[src/rtl/timer_pkg.sv]
`default_nettype none
// ============================================================================
//  Module      : timer_pkg
//  Description : Shared definitions for the one-shot timer register port and
//                the periodic re-arm controller that drives it.
//  Revision    : 1.0 - initial release
// ============================================================================
package timer_pkg;

    // Timer register indices on the addr/wr/select/data bus
    localparam logic [1:0] REG_TIMERCNT = 2'd0;
    localparam logic [1:0] REG_TIMERVAL = 2'd1;
    localparam logic [1:0] REG_STATUS   = 2'd2;

    // STATUS register bit positions
    localparam int STATUS_IRQ_BIT = 0;  // read: irq pending, write: reset timer
    localparam int STATUS_EN_BIT  = 1;  // enable

    // Controller states
    typedef enum logic [2:0] {
        ST_IDLE   = 3'd0,
        ST_WR_VAL = 3'd1,
        ST_ARM    = 3'd2,
        ST_SETTLE = 3'd3,
        ST_WAIT   = 3'd4,
        ST_CHECK  = 3'd5,
        ST_DISARM = 3'd6
    } state_t;

endpackage
`default_nettype wire

[src/rtl/timer_rearm_ctrl_if.sv]
`default_nettype none
// ============================================================================
//  Module      : timer_rearm_ctrl_if
//  Description : Timer register port (addr/wr/select/data). The initiator
//                uses the master modport, the timer uses the slave modport.
//  Revision    : 1.0 - initial release
// ============================================================================
interface timer_rearm_ctrl_if;

    logic [1:0]  bus_addr;
    logic [3:0]  bus_wr;
    logic        bus_select;
    logic [31:0] bus_wdata;
    logic [31:0] bus_rdata;

    modport master (
        output bus_addr,
        output bus_wr,
        output bus_select,
        output bus_wdata,
        input  bus_rdata
    );

    modport slave (
        input  bus_addr,
        input  bus_wr,
        input  bus_select,
        input  bus_wdata,
        output bus_rdata
    );

endinterface
`default_nettype wire

[src/rtl/timer_rearm_ctrl.sv]
`default_nettype none
// ============================================================================
//  Module      : timer_rearm_ctrl
//  Description : Turns a one-shot timer into a periodic tick source. Programs
//                the compare value, arms the timer, waits for its interrupt,
//                confirms it through a STATUS read, pulses tick and re-arms.
//  Revision    : 1.0 - initial release
// ============================================================================
module timer_rearm_ctrl
    import timer_pkg::*;
#(
    parameter int CNT_W  = 32,
    parameter int SPUR_W = 8
) (
    input  logic                 clk,
    input  logic                 rst_counter,
    input  logic [31:0]          cfg_period,
    input  logic                 cfg_start,
    input  logic                 cfg_stop,
    input  logic                 timer_irq,
    timer_rearm_ctrl_if.master   bus,
    output logic                 tick,
    output logic [CNT_W-1:0]     tick_count,
    output logic [SPUR_W-1:0]    spurious_count,
    output logic                 running
);

    state_t              r_state;
    state_t              w_state_nxt;
    logic [31:0]         r_period;
    logic [31:0]         w_period_sel;
    logic                w_confirm;
    logic                w_spurious;
    logic                r_tick;
    logic [CNT_W-1:0]    r_tick_count;
    logic [SPUR_W-1:0]   r_spurious_count;
    logic                r_running;
    logic [1:0]          r_addr;
    logic [3:0]          r_wr;
    logic                r_select;
    logic [31:0]         r_wdata;

    // A zero compare value would never expire, so it is promoted to 1
    assign w_period_sel = (cfg_period == 32'd0) ? 32'd1 : cfg_period;

    // STATUS is read combinationally while CHECK is on the bus
    assign w_confirm  = (r_state == ST_CHECK) &&  bus.bus_rdata[STATUS_IRQ_BIT];
    assign w_spurious = (r_state == ST_CHECK) && !bus.bus_rdata[STATUS_IRQ_BIT];

    // Next-state selection; stop overrides every transition outside IDLE
    always_comb begin
        w_state_nxt = r_state;
        case (r_state)
            ST_IDLE:   w_state_nxt = cfg_start ? ST_WR_VAL : ST_IDLE;
            ST_WR_VAL: w_state_nxt = ST_ARM;
            ST_ARM:    w_state_nxt = ST_SETTLE;
            ST_SETTLE: w_state_nxt = ST_WAIT;
            ST_WAIT:   w_state_nxt = timer_irq ? ST_CHECK : ST_WAIT;
            ST_CHECK:  w_state_nxt = w_confirm ? ST_ARM : ST_WAIT;
            ST_DISARM: w_state_nxt = ST_IDLE;
            default:   w_state_nxt = ST_IDLE;
        endcase
        if (cfg_stop && (r_state != ST_IDLE) && (r_state != ST_DISARM)) begin
            w_state_nxt = ST_DISARM;
        end
    end

    // State, counters and registered bus drive for the state being entered
    always_ff @(posedge clk or posedge rst_counter) begin
        if (rst_counter) begin
            r_state          <= ST_IDLE;
            r_period         <= 32'd0;
            r_tick           <= 1'b0;
            r_tick_count     <= '0;
            r_spurious_count <= '0;
            r_running        <= 1'b0;
            r_addr           <= 2'd0;
            r_wr             <= 4'h0;
            r_select         <= 1'b0;
            r_wdata          <= 32'd0;
        end else begin
            r_state   <= w_state_nxt;
            r_running <= (w_state_nxt != ST_IDLE);
            r_tick    <= w_confirm;

            if ((r_state == ST_IDLE) && cfg_start) begin
                r_period     <= w_period_sel;
                r_tick_count <= '0;
            end else if (w_confirm) begin
                r_tick_count <= r_tick_count + 1'b1;
            end

            if (w_spurious && (r_spurious_count != {SPUR_W{1'b1}})) begin
                r_spurious_count <= r_spurious_count + 1'b1;
            end

            r_addr   <= 2'd0;
            r_wr     <= 4'h0;
            r_select <= 1'b0;
            r_wdata  <= 32'd0;
            case (w_state_nxt)
                ST_WR_VAL: begin
                    // Only reachable from IDLE, where the period is latched now
                    r_addr   <= REG_TIMERVAL;
                    r_wr     <= 4'hF;
                    r_select <= 1'b1;
                    r_wdata  <= w_period_sel;
                end
                ST_ARM: begin
                    r_addr   <= REG_STATUS;
                    r_wr     <= 4'h1;
                    r_select <= 1'b1;
                    r_wdata  <= 32'h3;
                end
                ST_CHECK: begin
                    r_addr   <= REG_STATUS;
                    r_select <= 1'b1;
                end
                ST_DISARM: begin
                    r_addr   <= REG_STATUS;
                    r_wr     <= 4'h1;
                    r_select <= 1'b1;
                end
                default: begin
                end
            endcase
        end
    end

    assign tick           = r_tick;
    assign tick_count     = r_tick_count;
    assign spurious_count = r_spurious_count;
    assign running        = r_running;
    assign bus.bus_addr   = r_addr;
    assign bus.bus_wr     = r_wr;
    assign bus.bus_select = r_select;
    assign bus.bus_wdata  = r_wdata;

endmodule
`default_nettype wire

[src/flat_wrapper.sv]
// flat-port wrapper written by rule: the top's interface ports become plain ports
module timer_rearm_ctrl_flat import timer_pkg::*;
#(
    parameter int CNT_W  = 32,
    parameter int SPUR_W = 8
)
  (clk, rst_counter, cfg_period, cfg_start, cfg_stop, timer_irq, tick, tick_count, spurious_count, running, bus_bus_addr, bus_bus_wr, bus_bus_select, bus_bus_wdata, bus_bus_rdata);
  timer_rearm_ctrl_if bus_i ();
  input  logic clk;
  input  logic rst_counter;
  input  logic [31:0] cfg_period;
  input  logic cfg_start;
  input  logic cfg_stop;
  input  logic timer_irq;
  output logic tick;
  output logic [CNT_W-1:0] tick_count;
  output logic [SPUR_W-1:0] spurious_count;
  output logic running;
  output wire logic [$bits(bus_i.bus_addr)-1:0] bus_bus_addr;
  output wire logic [$bits(bus_i.bus_wr)-1:0] bus_bus_wr;
  output wire logic [$bits(bus_i.bus_select)-1:0] bus_bus_select;
  output wire logic [$bits(bus_i.bus_wdata)-1:0] bus_bus_wdata;
  input wire logic [$bits(bus_i.bus_rdata)-1:0] bus_bus_rdata;
  assign bus_bus_addr = bus_i.bus_addr;
  assign bus_bus_wr = bus_i.bus_wr;
  assign bus_bus_select = bus_i.bus_select;
  assign bus_bus_wdata = bus_i.bus_wdata;
  assign bus_i.bus_rdata = bus_bus_rdata;
  timer_rearm_ctrl #(.CNT_W(CNT_W), .SPUR_W(SPUR_W)) u_core (.clk(clk), .rst_counter(rst_counter), .cfg_period(cfg_period), .cfg_start(cfg_start), .cfg_stop(cfg_stop), .timer_irq(timer_irq), .bus(bus_i), .tick(tick), .tick_count(tick_count), .spurious_count(spurious_count), .running(running));
endmodule
[config.mk]
export PLATFORM = sky130hd
export DESIGN_NAME = timer_rearm_ctrl_flat
export DESIGN_NICKNAME = d
export VERILOG_FILES = /design/src/rtl/timer_pkg.sv /design/src/rtl/timer_rearm_ctrl_if.sv /design/src/rtl/timer_rearm_ctrl.sv /design/src/flat_wrapper.sv
export SDC_FILE = /design/constraint.sdc
export NUM_CORES = 1
export LEC_CHECK = 0
export CORE_MARGIN = 2
export CORE_UTILIZATION = 45
export CTS_BUF_LIST = sky130_fd_sc_hd__clkbuf_8
export CTS_CLUSTER_SIZE = 30
export DETAILED_ROUTE_END_ITERATION = 8
export GPL_ROUTABILITY_DRIVEN = 0
export PLACE_DENSITY = 0.92
export SLEW_MARGIN = 15
export SYNTH_ARGS = -nofsm -noshare
export SYNTH_HDL_FRONTEND = slang
export SYNTH_SLANG_ARGS = --single-unit
[constraint.sdc]
create_clock -name clk -period 3.6 [get_ports clk]
set_input_delay 0.72 -clock clk [delete_from_list [all_inputs] [get_ports clk]]
set_output_delay 0.72 -clock clk [all_outputs]
set_load 0.01 [all_outputs]
## Word-level counts from Yosys, hierarchy flattened

Cells that the tools add are included.

- Bits in registers: 84
- Output and inout port bits: 81

- Add/subtract/negate cells: 2
- Equal/unequal tests: 11
- Multiplexer cells: 12
- Reductions and logical operators: 15

Operators by type and width:

| kind | number |
|---|---|
| $mux 32 | 3 |
| $pmux 32 s2 | 1 |
| $add 32x1->32 const B | 1 |
| $logic_not 32->1 | 1 |
| $pmux 3 s6 | 1 |
| $eq 3x3->1 const B | 4 |
| $eq 3x2->1 const B | 3 |
| $add 8x1->8 const B | 1 |
| $ne 8x8->1 const B | 1 |
| $pmux 4 s2 | 1 |
| $eq 3x1->1 const B | 2 |
| $logic_and 1x1->1 | 6 |
| $mux 3 | 2 |
| $reduce_bool 3->1 | 2 |
| $pmux 2 s2 | 1 |
| $reduce_or 4->1 | 1 |
| $logic_not 3->1 | 1 |
| $mux 1 | 3 |
| $ne 3x3->1 const B | 1 |
| $reduce_or 3->1 | 1 |
| $reduce_bool 2->1 | 1 |
| $reduce_or 2->1 | 1 |
| $logic_not 1->1 | 1 |

## Depth between registers and ports, before layout

Gate-level depths: netlist of the first run.

- Depth in word-level cells: 8
- Mapped depth: 9

## Worst setup path after synthesis of the first run

No wires, ideal clock.

- Kind: input port to flip-flop
- Start point: input port bus_bus_rdata[0]
- End point: register u_core.r_tick_count[25] (netlist: u_core.tick_count[25])
- Setup time: 0.078 ns
- Arrival: 2.109 ns
- Slack: 1.413 ns
- Stages on the path: 5
- Buffers on the path: 1
- Cells stage by stage: nand4b_1 > or4_1 > buf_2 > or4_1 > a21oi_1

- Longest elaborated chain between the ends: 2

RTL lines:

| element | line | source |
|---|---|---|
| from (decl) | flat_wrapper.sv:23 | `input wire logic [$bits(bus_i.bus_rdata)-1:0] bus_bus_rdata;` |
| $logic_and 1x1->1 | timer_rearm_ctrl.sv:47 | `assign w_confirm = (r_state == ST_CHECK) && bus.bus_rdata[STATUS_IRQ_BIT];` |
| $reduce_bool 2->1 (no source line) | - |  |
| to (signal assigned) | timer_rearm_ctrl.sv:90 | `r_tick_count <= r_tick_count + 1'b1;` |
| to (decl) | timer_rearm_ctrl.sv:35 | `logic [CNT_W-1:0] r_tick_count;` |

Every way passes these cells.
A chain may end at the register's enable or synchronous reset.

## Worst setup path after layout of the first run

- Start point: input port cfg_stop
- End point: register u_core.r_wdata[0] (netlist: u_core.bus.bus_wdata[0])

- Longest elaborated chain between the ends: 5
- Elaborated cells on any way between the ends: 6
- Classes of those cells: eq/ne (2); mux (2); reduce/logical (2)

RTL lines:

| element | line | source |
|---|---|---|
| from (decl) | flat_wrapper.sv:13 | `input logic cfg_stop;` |
| $logic_and 1x1->1 * (2 in series) | timer_rearm_ctrl.sv:63 | `if (cfg_stop && (r_state != ST_IDLE) && (r_state != ST_DISARM)) begin` |
| $mux 3 * | timer_rearm_ctrl.sv:63 |  |
| $eq 3x2->1 / $eq 3x1->1 (equally long branches) | timer_rearm_ctrl.sv:101 | `case (w_state_nxt)` |
| $pmux 32 s2 * | timer_rearm_ctrl.sv:101 |  |
| to (signal assigned) | timer_rearm_ctrl.sv:107 | `r_wdata <= w_period_sel;` |
| to (decl) | timer_rearm_ctrl.sv:41 | `logic [31:0] r_wdata;` |

Every way passes the cells marked *; elsewhere a longest branch is shown, timed or not.

==> run summary, run 1 <==
status = completed
Hold Vio Cnt, Final = 0
CTS Sinks = 82
Mapped Cells = 343
CTS tree = yes
EDFF count, synth = 0
r2r endpoint = u_core.bus.bus_wdata[0]
Die Span Y = 94.3 um
Worst Max-Slew Pin Slew = 0.859 ns
first-pass GRT wire length = 15.3 mm
antenna cells = 0
RSZ-0062 raised after global routing = false
cell count after placement = 549
GR Util All Layers = 22.5%
#FFs+latches synth = 82
FF-to-FF path depth = 6
synth unique cells = 42
CP max FO = 34
syn_nets = 418
leakage = 2.29 nW
worst-skew pair later-pin latency = 0.36 ns
final WL = 9.26 mm
CTS root buf = clkbuf_8
final setup fails = 0
Die W = 94.3 um
Slew headroom = 42.7%
Startpoint Class = input pin
most frequent cell after synthesis = dfrtp_1
cell-internal power = 0.00186 W
Power per Cell Area = 546 mW/mm2
Area Overhead vs Synth = 39.9%
share of cells above drive strength 1 = 5.83%
post-route insts no fill = 565
CTS Hold Bufs = 0
H-tree lvl count = 3
delay-heaviest family, CP = adder cells
sequential area share after synthesis = 56.0%
post-cts sizing count = 0
Commonest cells post-synth = dfrtp_1, and3_1, a21oi_1
Synth area leader = dfrtp_1
Post-DRT Antenna Nets = 0
Setup Buffers After CTS = 0
hold path start = u_core.spurious_count[7]
row cnt = 32
# Max-Cap Violations = 0
io pins = 150
initial antenna violation count = 0
reg2reg start = u_core.r_state[2]
clk slew on worst S/H paths = 0.09 ns
final core utilization = 65.7%
PortBufs = 118
vias = 3192
crit path buf inv count = 2
TritonRoute pass-1 iters = 5
CTS buffer count = 9
DR WL/cell = 16.4 um
Hold/Removal Path Class = flip-flop to flip-flop
Via density = 5.65
Final min period = 2.68 ns
Slowest-stage cell, CP = ha_1
VDD IR-drop max = 467 uV
Post-DP HPWL = 6.65 mm
maximum achievable frequency = 373 MHz
Setup crit end kind = flip-flop
Longest Clk Path Bufs = 2
CORE AREA = 0.00781 mm2
Iter 0 DRT Violations = 224
DR DRC count = 0
Ys Warns = 0
vias in the first global route = 3118
ratio of final minimum period to clock period = 74.5%
Max stage delay on crit path = 0.76 ns
final setup TNS = 0 ns
Clock power frac = 23.8%
die area = 0.00888 mm2
pin count of the biggest net entering global routing = 43
sw frac = 33.7%
R2R setup slack = 1.22 ns
number of max-slew violations in the final report = 0
async set or reset register ratio after synthesis = 100%
Layout Skew = 0.00842 ns
dominant cells by area after synthesis = dfrtp_1, and3_1, a21oi_1
Req. time, crit path = 3.90 ns
Layout Nets = 533
average size of a mapped cell = 10.7 um2
Total Power = 0.00280 W
Yosys top cell area share = 56.0%
Initial Util = 47.0%
CP Data Arrival Time = 2.98 ns
Crit Path Category = input pin to flip-flop
ys flop type = dfrtp_1
GRT Residual Overflow = 0
Cell Chain, Critical Path = clkdlybuf4s50_1 > inv_1 > o21ai_0 > o2bb2ai_1 > a21oi_1 > ha_1 > and2_1 > a22o_1
Post-Syn Area = 0.00367 mm2
sequential power share = 42.2%
Hold Path End = u_core.spurious_count[7]
combinational power share = 34.0%
Layout fillers = 588
worst hold path cell count = 1
NetSw = 0.000945 W
## state kept, by name, indices dropped and copies added, names as in the netlist
signal / count
u_core.bus.bus_addr: 2
u_core.bus.bus_select: 1
u_core.bus.bus_wdata: 32
u_core.bus.bus_wr: 2
u_core.r_state: 3
u_core.running: 1
u_core.spurious_count: 8
u_core.tick: 1
u_core.tick_count: 32
## routing by layer
layer / track usage (%) / vias to the layer above / routed length, um
li1: - / 1489 / -
met1: 27.1 / 1558 / 3610
met2: 36.7 / 134 / 4580
met3: 8.83 / 11 / 985
met4: 7.97 / 0 / 80
met5: 0 / - / 0
## how the worst max path moves through the flow
stage,start,endpoint,slack (ns),depth (start not counted)
after detailed placement,cfg_stop,u_core.bus.bus_wdata[0],0.56,8
after floorplan,rst_counter,u_core.bus.bus_addr[0],0.77,1
after global routing,cfg_stop,u_core.bus.bus_wdata[0],0.65,8
after CTS,cfg_stop,u_core.bus.bus_wdata[0],0.94,8
final,cfg_stop,u_core.bus.bus_wdata[0],0.92,8
after global placement,bus_bus_rdata[0],u_core.tick_count[25],0.67,5
## power groups by stage
stage / Sequential, W / Clock [W] / Combinational (W)
floorplan: 0.00123 / 0 / 0.000456
global placement: 0.00119 / 0 / 0.000916
detailed placement: 0.00120 / 0 / 0.000945
CTS: 0.00118 / 0.000673 / 0.000953
global route: 0.00121 / 0.000716 / 0.00105
finish: 0.00118 / 0.000666 / 0.000951
## worst reg2reg max path, stage by stage, from the launching register on
cell     delay [ns]
dfrtp_1        0.49
nor2b_1        0.36
a31oi_1        0.14
nor2_1         0.15
ha_1           0.74
and2_1         0.29
a22o_1         0.16
## layout by cell type (no fill, tap or decap), types with 2 or more instances in the layout
cell type,n
clkinv_2,3
nor4_1,9
nor3_1,7
o31ai_1,11
a21o_1,2
a22o_1,2
a21oi_1,21
or2_2,3
and2_1,2
xnor2_1,6
nor2_1,18
buf_4,3
mux2i_1,4
ha_1,6
nand2b_1,3
nand3_1,14
nand2_1,19
xor2_1,10
clkdlybuf4s50_1,118
or4_1,14
nor2b_1,2
and4_1,3
or3_1,8
and3_1,35
clkinv_4,2
dfrtp_1,82
clkbuf_8,9
o21ai_0,7
nand4_1,14
inv_1,9
## metrics by stage
step / hold slack, ns / cell area [um2] / setup WS [ns]
after global routing: 0.521 / 5130 / 0.647
after global placement: 0.483 / 4930 / 0.672
after CTS: 0.513 / 5130 / 0.936
after detailed placement: 0.501 / 4930 / 0.563
after floorplan: 0.522 / 3670 / 0.772
final: 0.511 / 5130 / 0.919
## layout make-up
class                           instances  area (um2)  share of cell area (%)
Tap cell                              102         128                    2.49
Clock inverter                          7        70.1                    1.37
Inverter                               10        38.8                   0.756
Timing Repair Buffer                  122        1220                    23.9
Multi-Input combinational cell        233        1490                    29.1
Clock buffer                            9         124                    2.42
Sequential cell                        82        2050                    40.0
## kinds of logic after synthesis
logic type,synth area share [%]
AO/OA/AOI/OAI,8.81
XOR/XNOR,3.82
adder cells (fa/ha/maj),2.05
buffers and inverters,3.31
flip-flops,56.0
multiplexers,1.40
AND/OR/NAND/NOR,24.6
Power figures use the tool's default switching activity.
==> run 2: changes to the inputs <==
CORE_UTILIZATION = 40   (was 45)
PLACE_DENSITY = 0.87   (was 0.92)
clock period = 2.4 ns   (was 3.6 ns; I/O delays follow)
==> run 2 against run 1 <==
  * Wire length is 2.2% higher
  * Sequential cell count stayed put
  * First-iteration DRC count is 27% lower
  * Register-to-register slack worse by 1.0 ns
  * Non-clock buffer count is 20 higher
  * Highest routed layer unchanged
==> run summary, run 2 (same netlist as run 1, synthesis figures left out) <==
ratio of final minimum period to clock period = 96.7%
Post-DRT Antenna Nets = 0 (unchanged)
sequential power share = 39.2% (was 42.2%)
Layout Nets = 553 (was 533)
Die Span Y = 99.7 um (was 94.3 um)
status = completed (unchanged)
Slowest-stage cell, CP = or4_1 (was ha_1)
VDD IR-drop max = 646 uV (was 467 uV)
CTS root buf = clkbuf_8 (unchanged)
Crit Path Category = input pin to flip-flop (unchanged)
Area Overhead vs Synth = 44.5% (was 39.9%)
PortBufs = 118 (unchanged)
initial antenna violation count = 0 (unchanged)
Die W = 99.7 um (was 94.3 um)
CTS Hold Bufs = 0 (unchanged)
vias = 3261 (was 3192)
Hold Vio Cnt, Final = 0 (unchanged)
pin count of the biggest net entering global routing = 50 (was 43)
most frequent cells in the layout = clkdlybuf4s50_1, dfrtp_1, and3_1 (unchanged)
Iter 0 DRT Violations = 164 (was 224)
Slew headroom = 56.5% (was 42.7%)
post-cts sizing count = 0 (unchanged)
final WL = 9.46 mm (was 9.26 mm)
Worst Max-Slew Pin Slew = 0.651 ns (was 0.859 ns)
most used cell, CP = or4_1
final setup TNS = 0 ns (unchanged)
Layout Skew = 0.00941 ns (was 0.00842 ns)
Req. time, crit path = 2.67 ns (was 3.90 ns)
clk slew on worst S/H paths = 0.08 ns (was 0.09 ns)
Initial Util = 41.6% (was 47.0%)
final hold slack = 0.494 ns (was 0.511 ns)
Clock power frac = 23.3% (was 23.8%)
Via density = 5.52 (was 5.65)
multi-input gate area in the final layout = 0.00149 mm2 (unchanged)
share of cells above drive strength 1 = 9.94% (was 5.83%)
first-pass GRT wire length = 15.5 mm (was 15.3 mm)
H-tree lvl count = 3 (unchanged)
final setup fails = 0 (unchanged)
cell-internal power = 0.00292 W (was 0.00186 W)
GRT Residual Overflow = 0 (unchanged)
CTS tree = yes (unchanged)
Startpoint Class = input pin (unchanged)
R2R setup slack = 0.22 ns (was 1.22 ns)
Longest Clk Path Bufs = 2 (unchanged)
leakage = 2.38 nW (was 2.29 nW)
commonest non-fill, non-tap cell in the layout = clkdlybuf4s50_1 (unchanged)
CTS buffer count = 9 (unchanged)
CP max FO = 9 (was 34)
Final min period = 2.32 ns
Post-DP HPWL = 7.04 mm (was 6.65 mm)
# Max-Cap Violations = 0 (unchanged)
number of max-slew violations in the final report = 0 (unchanged)
Max stage delay on crit path = 0.72 ns (was 0.76 ns)
die area = 0.00995 mm2 (was 0.00888 mm2)
CTS Sinks = 82 (unchanged)
worst-skew pair later-pin latency = 0.35 ns (was 0.36 ns)
combinational power share = 37.5% (was 34.0%)
TritonRoute pass-1 iters = 4 (was 5)
sw frac = 33.1% (was 33.7%)
CORE AREA = 0.00881 mm2 (was 0.00781 mm2)
crit path buf inv count = 1 (was 2)
Hold/Removal Path Class = flip-flop to flip-flop (unchanged)
Setup crit end kind = flip-flop (unchanged)
NetSw = 0.00144 W (was 0.000945 W)
maximum achievable frequency = 431 MHz
Setup Buffers After CTS = 0 (unchanged)
RSZ-0062 raised after global routing = false (unchanged)
GR Util All Layers = 19.7% (was 22.5%)
row cnt = 34 (was 32)
Seq. cell area = 0.00205 mm2 (unchanged)
vias in the first global route = 3220 (was 3118)
Layout fillers = 703 (was 588)
DR DRC count = 0 (unchanged)
Cell Chain, Critical Path = clkdlybuf4s50_1 > nand4b_1 > or4_1 > or4_1 > a21oi_1 (was clkdlybuf4s50_1 > inv_1 > o21ai_0 > o2bb2ai_1 > a21oi_1 > ha_1 > and2_1 > a22o_1)
Power per Cell Area = 824 mW/mm2 (was 546 mW/mm2)
CP Data Arrival Time = 2.59 ns (was 2.98 ns)
DR WL/cell = 16.0 um (was 16.4 um)
delay-heaviest family, CP = simple AND/OR/NAND/NOR gates (was adder cells)
io pins = 150 (unchanged)
antenna cells = 0 (unchanged)
## run 2: cell types whose count changed in the layout (fill, tap and decap cells not counted)
cell	previous run	this run
buf_4	3	23
clkinv_2	3	1
clkinvlp_4	0	2
inv_1	9	8
inv_6	1	2
## run 2: power groups by stage
stage	logic (W)	registers (W)	clock network, W
floorplan	0.000684	0.00185	0
CTS	0.00165	0.00171	0.00104
finish	0.00164	0.00171	0.00101
detailed placement	0.00164	0.00174	0
global route	0.00178	0.00174	0.00110
global placement	0.00159	0.00173	0
## run 2: layer usage
metal,up-vias,global-route usage (%),share of wire [%]
li1,1531,-,-
met4,0,6.11,1.5
met3,16,6.25,7.7
met1,1597,23.9,40
met5,-,0,0
met2,117,33.5,50
## run 2: metrics by stage
step | std cells | worst slack (ns) | utilization [%] | instance area, um2 | power (W)
2_1_floorplan | 343 | 0.298 | - | 3670 | 0.00254
3_3_place_gp | 575 | -0.214 | 57.9 | 5090 | 0.00332
3_5_place_dp | 575 | -0.275 | 57.9 | 5090 | 0.00338
4_1_cts | 591 | 0.0944 | 60.1 | 5300 | 0.00441
5_1_grt | 591 | 0.00834 | 60.1 | 5300 | 0.00462
6_report | 591 | 0.0803 | 60.1 | 5300 | 0.00436
## run 2: final cells by class
class                      count  area share (%)
clock buffer                   9            2.34
clock inverter                 7            1.46
inverter                      10           0.780
multi-input combinational    233            28.2
sequential                    82            38.7
tap                          108            2.55
timing repair buffer         142            25.9
## run 2: worst reg2reg max path: cells and delay by family, from the launching register on
| family | cells | cell delay, ns |
|---|---|---|
| AOI/OAI and AO/OA | 1 | 0.17 |
| DFF | 1 | 0.46 |
| and+or+nand+nor | 3 | 1.48 |
## run 2: worst paths after layout
path | start | endpoint | depth (start not counted)
min in group asynchronous | rst_counter | u_core.tick_count[9] | 3
worst max register to register | u_core.tick_count[3] | u_core.tick_count[28] | 4
worst max-delay path | bus_bus_rdata[0] | u_core.tick_count[29] | 5
max in group asynchronous | rst_counter | u_core.spurious_count[4] | 3
worst min register to register | u_core.spurious_count[6] | u_core.spurious_count[6] | 1
worst min-delay path | u_core.spurious_count[6] | u_core.spurious_count[6] | 1
==> run 3: changes to the inputs <==
ABC_AREA = 1   (was not set)
CORE_UTILIZATION = 47   (was 40)
PLACE_DENSITY = 0.92   (was 0.87)
clock period = 2.3 ns   (was 2.4 ns; I/O delays follow)
==> run 3 against run 2 <==
  * Setup slack improved by 0.084 ns
  * Critical endpoint is now u_core.bus.bus_wdata[27]
  * Core utilization increased by 6.0 points
  * Largest cell class unchanged
  * Wire length increased by 12%
  * Via count increased by 18%
  * Design area increased by 8.9%
  * Global-route usage increased by 3.4 points
==> run summary, run 3 <==
status = completed (unchanged)
Layout Nets = 729 (was 553)
GR Util All Layers = 23.1% (was 19.7%)
RSZ-0062 raised after global routing = false (unchanged)
Power per Cell Area = 834 mW/mm2 (was 824 mW/mm2)
CTS Hold Bufs = 0 (unchanged)
Die Span Y = 99.0 um (was 99.7 um)
maximum achievable frequency = 468 MHz
Synth Area in XOR/XNOR = 1.45% (was 3.82%)
Post-Synth Adder-Cell Area = 1.77% (was 2.05%)
worst-skew pair later-pin latency = 0.35 ns (about the same)
Req. time, crit path = 2.58 ns (was 2.67 ns)
Area Overhead vs Synth = 36.0% (was 44.5%)
CP Data Arrival Time = 2.42 ns (was 2.59 ns)
TritonRoute pass-1 iters = 4 (unchanged)
Seq. cell area = 0.00205 mm2 (unchanged)
CTS Sinks = 82 (unchanged)
Startpoint Class = flip-flop (was input pin)
#FFs+latches synth = 82 (unchanged)
Synth Area in Compound Gates = 4.22% (was 8.81%)
Mapped Cells = 531 (was 343)
Setup Buffers After CTS = 0 (unchanged)
Commonest cells post-synth = nand2_1, inv_1, dfrtp_1 (was dfrtp_1, and3_1, a21oi_1)
CORE AREA = 0.00872 mm2 (was 0.00881 mm2)
ys flop type = dfrtp_1 (unchanged)
Layout fillers = 660 (was 703)
Setup crit end kind = flip-flop (unchanged)
Longest Clk Path Bufs = 2 (unchanged)
Via density = 5.00 (was 5.52)
pin count of the biggest net entering global routing = 32 (was 50)
antenna cells = 0 (unchanged)
Synth area leader = dfrtp_1 (unchanged)
number of max-slew violations in the final report = 0 (unchanged)
main combinational cell family by area after synthesis = simple AND/OR/NAND/NOR gates (unchanged)
Final min period = 2.14 ns
multi-input gate area in the final layout = 0.00173 mm2 (was 0.00149 mm2)
io pins = 150 (unchanged)
synth unique cells = 33 (was 42)
Post-DP HPWL = 8.12 mm (was 7.04 mm)
async set or reset register ratio after synthesis = 100% (unchanged)
met2 WL = 5.31 mm (was 4.76 mm)
Post-Syn Area = 0.00424 mm2 (was 0.00367 mm2)
clk slew on worst S/H paths = 0.09 ns (was 0.08 ns)
row cnt = 34 (unchanged)
final setup fails = 0 (unchanged)
most frequent cell after synthesis = nand2_1 (was dfrtp_1)
Iter 0 DRT Violations = 155 (was 164)
commonest non-fill, non-tap cell in the layout = clkdlybuf4s50_1 (unchanged)
DR DRC count = 0 (unchanged)
Post-Synth Simple-Gate Area = 33.3% (was 24.6%)
WL met3 = 1.07 mm (was 731 um)
DR WL/cell = 13.8 um (was 16.0 um)
Slew headroom = 59.7% (was 56.5%)
H-tree lvl count = 3 (unchanged)
CTS buffer count = 9 (unchanged)
VDD IR-drop max = 503 uV (was 646 uV)
final core utilization = 66.1% (was 60.1%)
M1 wire length = 4.00 mm (was 3.83 mm)
Post-DRT Antenna Nets = 0 (unchanged)
GRT Residual Overflow = 0 (unchanged)
leakage = 2.76 nW (was 2.38 nW)
CTS tree = yes (unchanged)
PortBufs = 118 (unchanged)
syn_nets = 606 (was 418)
Crit Path Category = flip-flop to flip-flop (was input pin to flip-flop)
CTS root buf = clkbuf_8 (unchanged)
final setup TNS = 0 ns (unchanged)
Ys Warns = 0 (unchanged)
final WL = 10.6 mm (was 9.46 mm)
Total Power = 0.00481 W (was 0.00436 W)
CP max FO = 27 (was 9)
most frequent cells in the layout = clkdlybuf4s50_1, nand2_1, inv_1 (was clkdlybuf4s50_1, dfrtp_1, and3_1)
Hold/Removal Path Class = input pin to asynchronous set/reset pin (was flip-flop to flip-flop)
highest metal layer with signal wires = met4 (unchanged)
dominant cells by area after synthesis = dfrtp_1, nand2_1, inv_1 (was dfrtp_1, and3_1, a21oi_1)
EDFF count, synth = 0 (unchanged)
die area = 0.00980 mm2 (was 0.00995 mm2)
share of cells above drive strength 1 = 12.0% (was 9.94%)
first-pass GRT wire length = 18.0 mm (was 15.5 mm)
# Max-Cap Violations = 0 (unchanged)
vias in the first global route = 3865 (was 3220)
Hold Vio Cnt, Final = 0 (unchanged)
Layout Skew = 0.0110 ns (was 0.00941 ns)
sequential area share after synthesis = 48.4% (was 56.0%)
initial antenna violation count = 0 (unchanged)
Worst Max-Slew Pin Slew = 0.604 ns (was 0.651 ns)
vias = 3837 (was 3261)
average size of a mapped cell = 7.98 um2 (was 10.7 um2)
post-cts sizing count = 0 (unchanged)
mux share of post-synthesis cell area = 0% (was 1.40%)
Yosys top cell area share = 48.4% (was 56.0%)
Die W = 99.0 um (was 99.7 um)
ratio of final minimum period to clock period = 92.8%
Initial Util = 48.6% (was 41.6%)
run 3: cell types whose count changed after synthesis, sizes merged, moves of 11 or more:
cell	before	now
and3	35	0
clkbuf	11	0
inv	10	96
nand2	19	113
nand3	14	37
nor2	18	121
o31ai	11	0
or4	14	0
run 3: worst paths after layout:
check | startpoint | endpoint | slack [ns] | cells past startpoint
worst min register to register | u_core.tick_count[8] | u_core.tick_count[8] | 0.53 | 2
worst max register to register | u_core.r_state[2] | u_core.bus.bus_wdata[27] | 0.16 | 8
worst min-delay path | rst_counter | u_core.spurious_count[3] | 0.51 | 2
worst max-delay path | u_core.r_state[2] | u_core.bus.bus_wdata[27] | 0.16 | 8
max in group asynchronous | rst_counter | u_core.bus.bus_wdata[27] | 1.23 | 3
min in group clk | u_core.tick_count[8] | u_core.tick_count[8] | 0.53 | 2
run 3: routing by layer:
metal,up-vias,global-route usage (%)
met1,1782,26.6
met3,22,7.87
met5,-,0
li1,1864,-
met4,0,8.54
met2,169,39.7
run 3: layout make-up:
type	instances	share of cell area (%)
multi-input cells	341	29.9
clock inverters	7	1.78
repair buffers	124	21.9
flip-flops and latches	82	35.6
clock buffers	9	2.15
well taps	108	2.34
inverters	96	6.31
run 3: report_power, final:
group          switching [W]  internal (W)  leakage, nW  total [W]
clock               0.000548      0.000623        0.115    0.00117
sequential          0.000212       0.00172         1.11    0.00193
combinational       0.000936      0.000777         1.54    0.00171
total                0.00170       0.00312         2.76    0.00481
run 3: per-stage QoR:
stage	hold slack, ns	instances	instance area, um2	setup WS (ns)
floorplan	0.539	531	4240	0.469
global placement	0.509	751	5540	0.143
detailed placement	0.517	751	5540	0.0857
CTS	0.523	767	5770	0.180
global route	0.549	767	5770	0.0428
finish	0.514	767	5770	0.164
run 3: worst max-delay path: stages, from the launching register on:
cell and delay (ns):
dfrtp_1 0.50, inv_1 0.14, o211ai_2 0.31, nand3_1 0.24
inv_1 0.15, ha_1 0.23, nand3_4 0.16, buf_12 0.23
nor2_2 0.10
run 3: kinds of logic (layout without fill, tap and decap cells):
logic type	count (synthesis)	in the layout
xor+xnor	7	7
buf+inv	108	236
fa+ha+maj	6	6
compound gates	33	33
simple gates	295	295
flops	82	82
